<file path="config.mk">
export PLATFORM = sky130hd
export DESIGN_NAME = fetch_unit_flat
export DESIGN_NICKNAME = d
export VERILOG_FILES = /design/src/rtl/fetch_if.sv /design/src/rtl/fetch_unit.sv /design/src/flat_wrapper.sv
export SDC_FILE = /design/constraint.sdc
export NUM_CORES = 1
export LEC_CHECK = 0
export CELL_PAD_IN_SITES_DETAIL_PLACEMENT = 0
export CELL_PAD_IN_SITES_GLOBAL_PLACEMENT = 1
export CORE_MARGIN = 1.5
export CORE_UTILIZATION = 32
export CTS_BUF_LIST = sky130_fd_sc_hd__clkbuf_8
export DETAILED_ROUTE_END_ITERATION = 6
export PLACE_DENSITY = 0.89
export SETUP_SLACK_MARGIN = 0.2
export SLEW_MARGIN = 5
export SYNTH_ARGS = -nofsm -noshare
export SYNTH_HDL_FRONTEND = slang
export SYNTH_SLANG_ARGS = --single-unit
</file>
<file path="constraint.sdc">
create_clock -name clk -period 1.9 [get_ports clk]
set_clock_uncertainty 0.05 [all_clocks]
set_input_delay 0.19 -clock clk [delete_from_list [all_inputs] [get_ports clk]]
set_output_delay 0.19 -clock clk [all_outputs]
set_load 0.005 [all_outputs]
</file>
<file path="src/rtl/fetch_if.sv">
// Fetch-stage bus: instruction-memory read port plus the decoder handshake.
// The fetch unit drives through the master modport; memory and decoder sit on the slave side.
interface fetch_if #(
    parameter int PC_W    = 4,
    parameter int INSTR_W = 8
);
    logic               imem_req;
    logic [PC_W-1:0]    imem_addr;
    logic [INSTR_W-1:0] imem_rdata;
    logic               imem_valid;
    logic [INSTR_W-1:0] instr;
    logic               instr_valid;
    logic               instr_ready;
    logic               pc_inc;
    logic               halt;

    modport master (
        output imem_req, imem_addr, instr, instr_valid,
        input  imem_rdata, imem_valid, instr_ready, pc_inc, halt
    );

    modport slave (
        input  imem_req, imem_addr, instr, instr_valid,
        output imem_rdata, imem_valid, instr_ready, pc_inc, halt
    );
endinterface

</file>
<file path="src/rtl/fetch_unit.sv">
// Instruction fetch stage: holds the PC, reads one instruction per FETCH and
// presents it to the decoder in ISSUE until accepted.
module fetch_unit #(
    parameter int PC_W    = 4,
    parameter int INSTR_W = 8
) (
    input  logic            clk,
    input  logic            rst,
    input  logic            start,
    fetch_if.master         bus,
    output logic [PC_W-1:0] pc,
    output logic            busy,
    output logic            halted
);
    typedef enum logic [1:0] {
        IDLE   = 2'd0,
        FETCH  = 2'd1,
        ISSUE  = 2'd2,
        HALTED = 2'd3
    } state_t;

    state_t             state_q, state_d;
    logic [PC_W-1:0]    pc_q, pc_d;
    logic [INSTR_W-1:0] instr_q, instr_d;

    // NOTE: sequential state uses non-blocking assignments so every register samples pre-edge values.
    always_ff @(posedge clk or posedge rst) begin
        if (rst) begin
            state_q <= IDLE;
            pc_q    <= '0;
            instr_q <= '0;
        end else begin
            state_q <= state_d;
            pc_q    <= pc_d;
            instr_q <= instr_d;
        end
    end

    // NOTE: every variable gets a default first so no path can infer a latch.
    always_comb begin
        state_d = state_q;
        pc_d    = pc_q;
        instr_d = instr_q;
        case (state_q)
            IDLE: begin
                if (start) state_d = FETCH;
            end
            FETCH: begin
                if (bus.imem_valid) begin
                    instr_d = bus.imem_rdata;
                    state_d = ISSUE;
                end
            end
            ISSUE: begin
                // halt wins over pc_inc; both are decoded from the instruction being accepted
                if (bus.instr_ready) begin
                    if (bus.halt) begin
                        state_d = HALTED;
                    end else begin
                        state_d = FETCH;
                        if (bus.pc_inc) pc_d = pc_q + PC_W'(1);
                    end
                end
            end
            HALTED: begin
                if (start) begin
                    pc_d    = '0;
                    state_d = FETCH;
                end
            end
            default: state_d = IDLE;
        endcase
    end

    always_comb begin
        bus.imem_req    = (state_q == FETCH);
        bus.instr_valid = (state_q == ISSUE);
        busy            = (state_q == FETCH) || (state_q == ISSUE);
        halted          = (state_q == HALTED);
    end

    assign bus.imem_addr = pc_q;
    assign bus.instr     = instr_q;
    assign pc            = pc_q;
endmodule

</file>
<file path="src/flat_wrapper.sv">
// flat-port wrapper written by rule: the top's interface ports become plain ports
module fetch_unit_flat 
#(
    parameter int PC_W    = 4,
    parameter int INSTR_W = 8
)
  (clk, rst, start, pc, busy, halted, bus_imem_req, bus_imem_addr, bus_instr, bus_instr_valid, bus_imem_rdata, bus_imem_valid, bus_instr_ready, bus_pc_inc, bus_halt);
  fetch_if #(.PC_W(PC_W), .INSTR_W(INSTR_W)) bus_i ();
  input  logic clk;
  input  logic rst;
  input  logic start;
  output logic [PC_W-1:0] pc;
  output logic busy;
  output logic halted;
  output wire logic [$bits(bus_i.imem_req)-1:0] bus_imem_req;
  output wire logic [$bits(bus_i.imem_addr)-1:0] bus_imem_addr;
  output wire logic [$bits(bus_i.instr)-1:0] bus_instr;
  output wire logic [$bits(bus_i.instr_valid)-1:0] bus_instr_valid;
  input wire logic [$bits(bus_i.imem_rdata)-1:0] bus_imem_rdata;
  input wire logic [$bits(bus_i.imem_valid)-1:0] bus_imem_valid;
  input wire logic [$bits(bus_i.instr_ready)-1:0] bus_instr_ready;
  input wire logic [$bits(bus_i.pc_inc)-1:0] bus_pc_inc;
  input wire logic [$bits(bus_i.halt)-1:0] bus_halt;
  assign bus_imem_req = bus_i.imem_req;
  assign bus_imem_addr = bus_i.imem_addr;
  assign bus_instr = bus_i.instr;
  assign bus_instr_valid = bus_i.instr_valid;
  assign bus_i.imem_rdata = bus_imem_rdata;
  assign bus_i.imem_valid = bus_imem_valid;
  assign bus_i.instr_ready = bus_instr_ready;
  assign bus_i.pc_inc = bus_pc_inc;
  assign bus_i.halt = bus_halt;
  fetch_unit #(.PC_W(PC_W), .INSTR_W(INSTR_W)) u_core (.clk(clk), .rst(rst), .start(start), .bus(bus_i), .pc(pc), .busy(busy), .halted(halted));
endmodule
</file>
# --- After elaboration in Yosys (flattened, before gate mapping) ---
# Index checks and enable logic that the tools add are counted.
totals:
  elab_cells: 30
  inputBits: 15
  output_inout_bits: 20
  regBits: 14
classes:
  addsub: 1
  reduce_logical: 7
  mux: 10
  eq_ne: 9
op_table:
  columns: ["op", "count"]
  rows:
  - ["$mux W4", 4]
  - ["$mux W2", 4]
  - ["$ne A2 B1 Y1 const B", 4]
  - ["$pmux W4 S2", 1]
  - ["$pmux W2 S3", 1]
  - ["$reduce_and A5 Y1", 1]
  - ["$add A4 B1 Y4 const B", 1]
  - ["$eq A2 B2 Y1 const B", 2]
  - ["$ne A2 B2 Y1 const B", 2]
  - ["$reduce_and A3 Y1", 1]
  - ["$eq A2 B1 Y1 const B", 1]
  - ["$logic_not A2 Y1", 1]
  - ["$reduce_and A2 Y1", 1]
  - ["$reduce_bool A2 Y1", 1]
  - ["$reduce_or A2 Y1", 1]
  - ["$logic_or A1 B1 Y1", 1]

# --- Depth between registers and ports, before layout ---
# Gate-level depths: netlist of the first run.
logic_depth:
  word_depth: 5
  depth_mapped: 6
  ltp_nobuf: 5

# --- Least setup slack after synthesis of the first run ---
# No wires, ideal clock.
synth_timing:
  kind: "register -> register"
  start: "register u_core.state_q[0]"
  end: "register u_core.pc_q[0] (netlist: u_core.bus.imem_addr[0])"
  setup_slack_ns: 0.505
  setup_time_ns: 0.081
  required_time_ns: 1.769
  synth_period_minus_slack_ns: 1.395
  t_arrival_ns: 1.264
  path_buffers: 1
  path_stages_with_launch: 7
  path_cell_list: "dfrtp_1 inv_1 ha_1 buf_6 nand4b_1 mux2_4 o22ai_2"
synth_via:
  elab_chain_cells: 3
  elab_cells_between_ends: 9
  cone_classes: "eq/ne: 6; mux: 1; reduce/logical: 2"
synth_lines:
  columns: ["element", "line_no", "source"]
  rows:
  - ["start, declared", "fetch_unit.sv:22", "state_t state_q, state_d;"]
  - ["start signal, assigned", "fetch_unit.sv:33", "state_q <= state_d;"]
  - ["$eq A2 B2 Y1 (*)", null, null]
  - ["net bus_instr_valid", "flat_wrapper.sv:18", "output wire logic [$bits(bus_i.instr_valid)-1:0] bus_instr_valid;"]
  - ["$ne A2 B2 Y1 (no line) (tied with other cells)", null, null]
  - ["$reduce_and A5 Y1 (no line)", null, null]
  - ["end signal, assigned", "fetch_unit.sv:34", "pc_q <= pc_d;"]
  - ["end, declared", "fetch_unit.sv:23", "logic [PC_W-1:0] pc_q, pc_d;"]
# The timed path passes the listed nets; every way through them passes the cells marked *.
# A chain may end at the register's enable or synchronous reset.

# --- Worst setup path in the final report of the first run ---
layout_timing:
  start: "register u_core.state_q[1]"
  end: "output halted"
layout_via:
  elab_chain_cells: 1
layout_lines:
  columns: ["element", "line_no", "source"]
  rows:
  - ["$eq A2 B2 Y1", "fetch_unit.sv:79", "halted = (state_q == HALTED);"]
  - ["end, declared", "flat_wrapper.sv:14", "output logic halted;"]
# No other way between the ends.

==> flow_summary.toml, run 1 <==
[detailed_routing]
avgViaCountPerCell = 4.89
drc = 0
drtAntennaViolNets = 0
drtIter0Drc = 11
drt_pass1_iterations = 4
routedWlPerCell_um = 12.9
wl_um = 1700
route.vias.total = 646

[cells_and_area]
diodes = 0
seqCellArea_um2 = 350
final_common_cell = "clkdlybuf4s50_1"
drive_gt1_frac = 0.250
nFillCells = 215
finalNetCount = 125
final_area_um2 = 1230
multi_input_area_um2 = 377
layout_common_cells = "clkdlybuf4s50_1 (32), dfrtp_1 (14), mux2_2 (8)"
area_growth_pct = 56.9
fin_util = 0.545

[setup_path]
endpoint_kind = "output pin"
crit_fanout = 7
cp_top_family = "buffers and inverters"
r2r_slack_ns = 0.35
path_cells = "ha_2, clkdlybuf4s50_1"
crit_type = "flop to output pin"
crit_buf_inv = 1
critPathRequiredTime_ns = 1.66
arrival_ns = 1.45
crit_path_top_delay_cell = "clkdlybuf4s50_1"
startpoint = "u_core.state_q[1]"
startpoint_type = "flop"
rr_startpoint = "u_core.state_q[0]"
reg2regPathDepth = 4
critical_path.max_stage_delay_ns = 0.53
reg2reg_to = "u_core.bus.instr[6]"
crit_end = "halted"
cp.depth = 2

[clock_tree]
clock_sinks = 14
clk_pin_slew_ns = 0.06
cts_tree = "built"
cts-root-buf = "clkbuf_8"
htreeDepth = 1
clk_path_buf_depth = 2
worstSkewPairLatency_ns = 0.25
tritoncts.num_buffers = 3

[synthesis]
synth.distinct_cells = 25
ys_seq_area_frac = 0.447
syn_area_per_cell_um2 = 11.9
netlist_area_um2 = 783
synth_seq_cells = 14
yosysWarnings = 0
syn_nets = 86
postSynthCellCount = 66

[placement]
placed_area_um2 = 1120
hpwl_um = 1250
port_buffers = 34
globalplace.congestion = 0.790
dp_slack_ns = 0.229

[power]
p_per_area_nw_per_um2 = 1440
leakage_nw = 0.534
switching_share = 0.312
combinationalPowerShare = 0.551
seq_power_share = 0.285
vdd_drop_max_v = 0.000848
internal_power_mw = 1.22
switchingPower_uw = 552
clkPwrFrac = 0.164

[sta]
hold_viol_final = 0
finalCritPeriodShare = 0.888
worst_pin_slew_ns = 0.522
fmax_mhz = 592
rsz0062_at_grt = "yes"
slew_headroom = 0.652
drv_slew = 0
fin_tns_setup_ns = 0
period_needed_ns = 1.69
setup_viol = 0
worst_slack_ns = 0.212

[global_routing]
grt_pass1_wl_um = 2610
overflow = 0
grt_pass1_vias = 662
grt_max_degree = 15
antenna_found_initial = 0
grt_util_all_layers = 0.130

[floorplan]
die-width_um = 52.5
pin_count = 35
die_area_um2 = 2750
dieHeight_um = 52.5
core_area_um2 = 2250
rows = 17
start_util = 0.347

[outcome]
status = "finished, final reports clean"

[hold_path]
hold_class = "input port to asynchronous set/reset pin"

[job]
cap_violations = 0
[registers in the layout, summed over array words and instances, names as in the netlist]
signal / flops
u_core.state_q: 2
u_core.bus.instr: 8
u_core.bus.imem_addr: 4
[cell usage after synthesis]
library cell,instances,share of area
a41oi_1,1,0.011
and4bb_2,1,0.016
a2bb2oi_1,1,0.011
nand2_1,1,0.0048
inv_1,7,0.034
a22oi_1,2,0.019
and4b_1,1,0.013
dfrtp_1,14,0.45
buf_4,4,0.038
nand2b_1,1,0.0080
inv_4,1,0.0080
o22ai_1,1,0.0080
ha_1,5,0.080
nor2_1,1,0.0048
nand4b_1,1,0.011
o221a_4,1,0.026
mux2_2,8,0.12
mux2i_1,2,0.026
a21oi_1,3,0.019
o22ai_2,1,0.016
nor2b_1,2,0.016
mux2_4,1,0.019
nand3b_1,1,0.0096
o21ai_0,4,0.026
buf_6,1,0.014
[metrics by stage]
step / hold WS [ns] / total power, mW / std cells
detailed placement: 0.448 / 1.41 / 123
global placement: 0.437 / 1.37 / 123
global route: 0.306 / 1.91 / 132
CTS: 0.243 / 1.72 / 128
finish: 0.225 / 1.77 / 132
floorplan: 0.0292 / 0.988 / 66
[final cells by class]
cell class,count,area share
Clock buffer,4,0.0448
Multi-Input combinational cell,39,0.307
Sequential cell,14,0.285
Timing Repair Buffer,39,0.309
Tap cell,28,0.0285
Inverter,8,0.0265
[worst min path at each step]
stage	start	endpoint	slack [ns]	cells past startpoint
floorplan	rst	u_core.bus.imem_addr[0]	0.03	1
detailed placement	u_core.bus.instr[0]	u_core.bus.instr[0]	0.45	1
finish	rst	u_core.bus.instr[7]	0.23	2
global placement	u_core.bus.instr[5]	u_core.bus.instr[5]	0.44	1
global route	rst	u_core.bus.instr[7]	0.31	2
CTS	rst	u_core.bus.instr[7]	0.24	2
[cells by family (layout without fill, tap and decap cells)]
| family | count (synthesis) | after routing | share of synthesized area |
|---|---|---|---|
| adder cells (fa/ha/maj) | 5 | 5 | 0.0799 |
| flip-flops | 14 | 14 | 0.447 |
| AO/OA/AOI/OAI | 14 | 14 | 0.136 |
| buffers and inverters | 13 | 51 | 0.0943 |
| multiplexers | 11 | 11 | 0.160 |
| AND/OR/NAND/NOR | 9 | 9 | 0.0831 |
[power groups by stage]
stage	combinational (mW)	clock, mW	sequential (mW)
6_report	0.974	0.290	0.505
3_3_place_gp	0.874	0	0.500
5_1_grt	1.07	0.312	0.523
3_5_place_dp	0.897	0	0.513
4_1_cts	0.910	0.302	0.505
2_1_floorplan	0.480	0	0.508
[what timing repair did]
action / CTS / global route
endpoints found under the setup margin: 4 / 3
setup buffers: 1 / 4
resized for setup: 3 / 4
hold buffers: 0 / 0
[layer usage]
metal / global-route usage / up-vias / wire, um
li1: - / 307 / -
met1: 0.122 / 307 / 617
met2: 0.246 / 30 / 905
met3: 0.0657 / 2 / 164
met4: 0.0342 / 0 / 12
met5: 0 / - / 0
Note: power is estimated with default switching activity, not from simulation.
==> run 2: changes to the inputs <==
ABC_AREA = 0   (was default)
==> results of run 2 <==
Same layout as run 1: the final DEF is identical, and so are final timing and power.
==> run 3: changes to the inputs <==
PLACE_DENSITY = default   (was 0.89)
PLACE_DENSITY_LB_ADDON = 0.25   (was default)
==> flow_summary.toml, run 3 (synthesis results as in run 1) <==
[setup_path]
rr_startpoint = "u_core.state_q[0]"
endpoint_kind = "output pin"
crit_fanout = 7
arrival_ns = 1.46
critPathRequiredTime_ns = 1.66
crit_buf_inv = 1
cp_top_family = "buffers and inverters"
startpoint_type = "flop"
startpoint = "u_core.state_q[1]"
critical_path.max_stage_delay_ns = 0.52
path_cells = "ha_2, clkdlybuf4s50_1"
crit_path_top_delay_cell = "clkdlybuf4s50_1"
crit_type = "flop to output pin"

[sta]
setup_viol = 0
period_needed_ns = 1.70
whs_ns = 0.231
rsz0062_at_grt = "yes"
worst_slack_ns = 0.199
drv_slew = 0
fin_tns_setup_ns = 0
worst_pin_slew_ns = 0.517
hold_viol_final = 0
finalCritPeriodShare = 0.895
slew_headroom = 0.655
fmax_mhz = 588

[cells_and_area]
drive_gt1_frac = 0.250
final_common_cell = "clkdlybuf4s50_1"
nFillCells = 210
largest_reg_flops = 8
final_cells = 132
area_growth_pct = 57.8
finalNetCount = 125
layout_common_cells = "clkdlybuf4s50_1 (33), dfrtp_1 (14), mux2_2 (8)"
fin_util = 0.548
diodes = 0
final_area_um2 = 1240

[clock_tree]
clk_path_buf_depth = 2
tritoncts.num_buffers = 3
htreeDepth = 1
clk_pin_slew_ns = 0.06
cts-root-buf = "clkbuf_8"
cts_tree = "built"
worstSkewPairLatency_ns = 0.24
cts_hold_buf = 0
clock_sinks = 14

[job]
cap_violations = 0

[power]
leakage_nw = 0.523
p_total_mw = 1.78
p_per_area_nw_per_um2 = 1440
vdd_drop_max_v = 0.000820

[global_routing]
antenna_found_initial = 0
grt_pass1_vias = 595
grt_pass1_wl_um = 2590
grt_util_all_layers = 0.132
overflow = 0
grt_max_degree = 15

[placement]
dp.cells = 123
dp_slack_ns = 0.249
port_buffers = 34
hpwl_um = 1280
globalplace.congestion = 0.678
placed_area_um2 = 1120

[detailed_routing]
route.vias.total = 605
drt_pass1_iterations = 3
wl_um = 1660
drc = 0
drtIter0Drc = 4
routedWlPerCell_um = 12.6
drtAntennaViolNets = 0
avgViaCountPerCell = 4.58

[floorplan]
core_area_um2 = 2250
rows = 17
die-width_um = 52.5
dieHeight_um = 52.5
die_area_um2 = 2750
start_util = 0.347
pin_count = 35

[outcome]
status = "finished, final reports clean"

[hold_path]
hold_class = "input port to asynchronous set/reset pin"
==> run 3: final timing paths <==
path	depth (start not counted)	end	slack [ns]
worst max-delay path	2	halted	0.20
worst min-delay path	2	u_core.bus.instr[0]	0.23
worst max register to register	4	u_core.bus.instr[3]	0.39
worst min register to register	1	u_core.bus.instr[6]	0.45
max in group asynchronous	2	u_core.bus.imem_addr[0]	1.22
min in group clk	1	u_core.bus.instr[6]	0.45
==> run 3: where the power goes <==
part,internal (mW),switching (mW)
clock,0.183,0.0984
combinational,0.627,0.362
sequential,0.423,0.0825
==> run 3: final cells by class <==
| cell class | instances | area, um2 | share of cell area |
|---|---|---|---|
| Tap cell | 28 | 35.0 | 0.0283 |
| Clock buffer | 4 | 55.1 | 0.0445 |
| Timing Repair Buffer | 39 | 377 | 0.305 |
| Inverter | 8 | 32.5 | 0.0263 |
| Sequential cell | 14 | 350 | 0.283 |
| Multi-Input combinational cell | 39 | 387 | 0.313 |
==> run 3: what timing repair did <==
item,4_1_cts,5_1_grt
gates resized for setup,3,4
hold endpoints to repair,0,0
endpoints found under the setup margin,4,3
buffers inserted,1,4
pin swaps,0,0
==> run 3: routing by layer <==
layer / track usage / wire length [um]
met5: 0 / 0
met2: 0.223 / 843
met4: 0.0513 / 9
met1: 0.152 / 719
met3: 0.0429 / 91
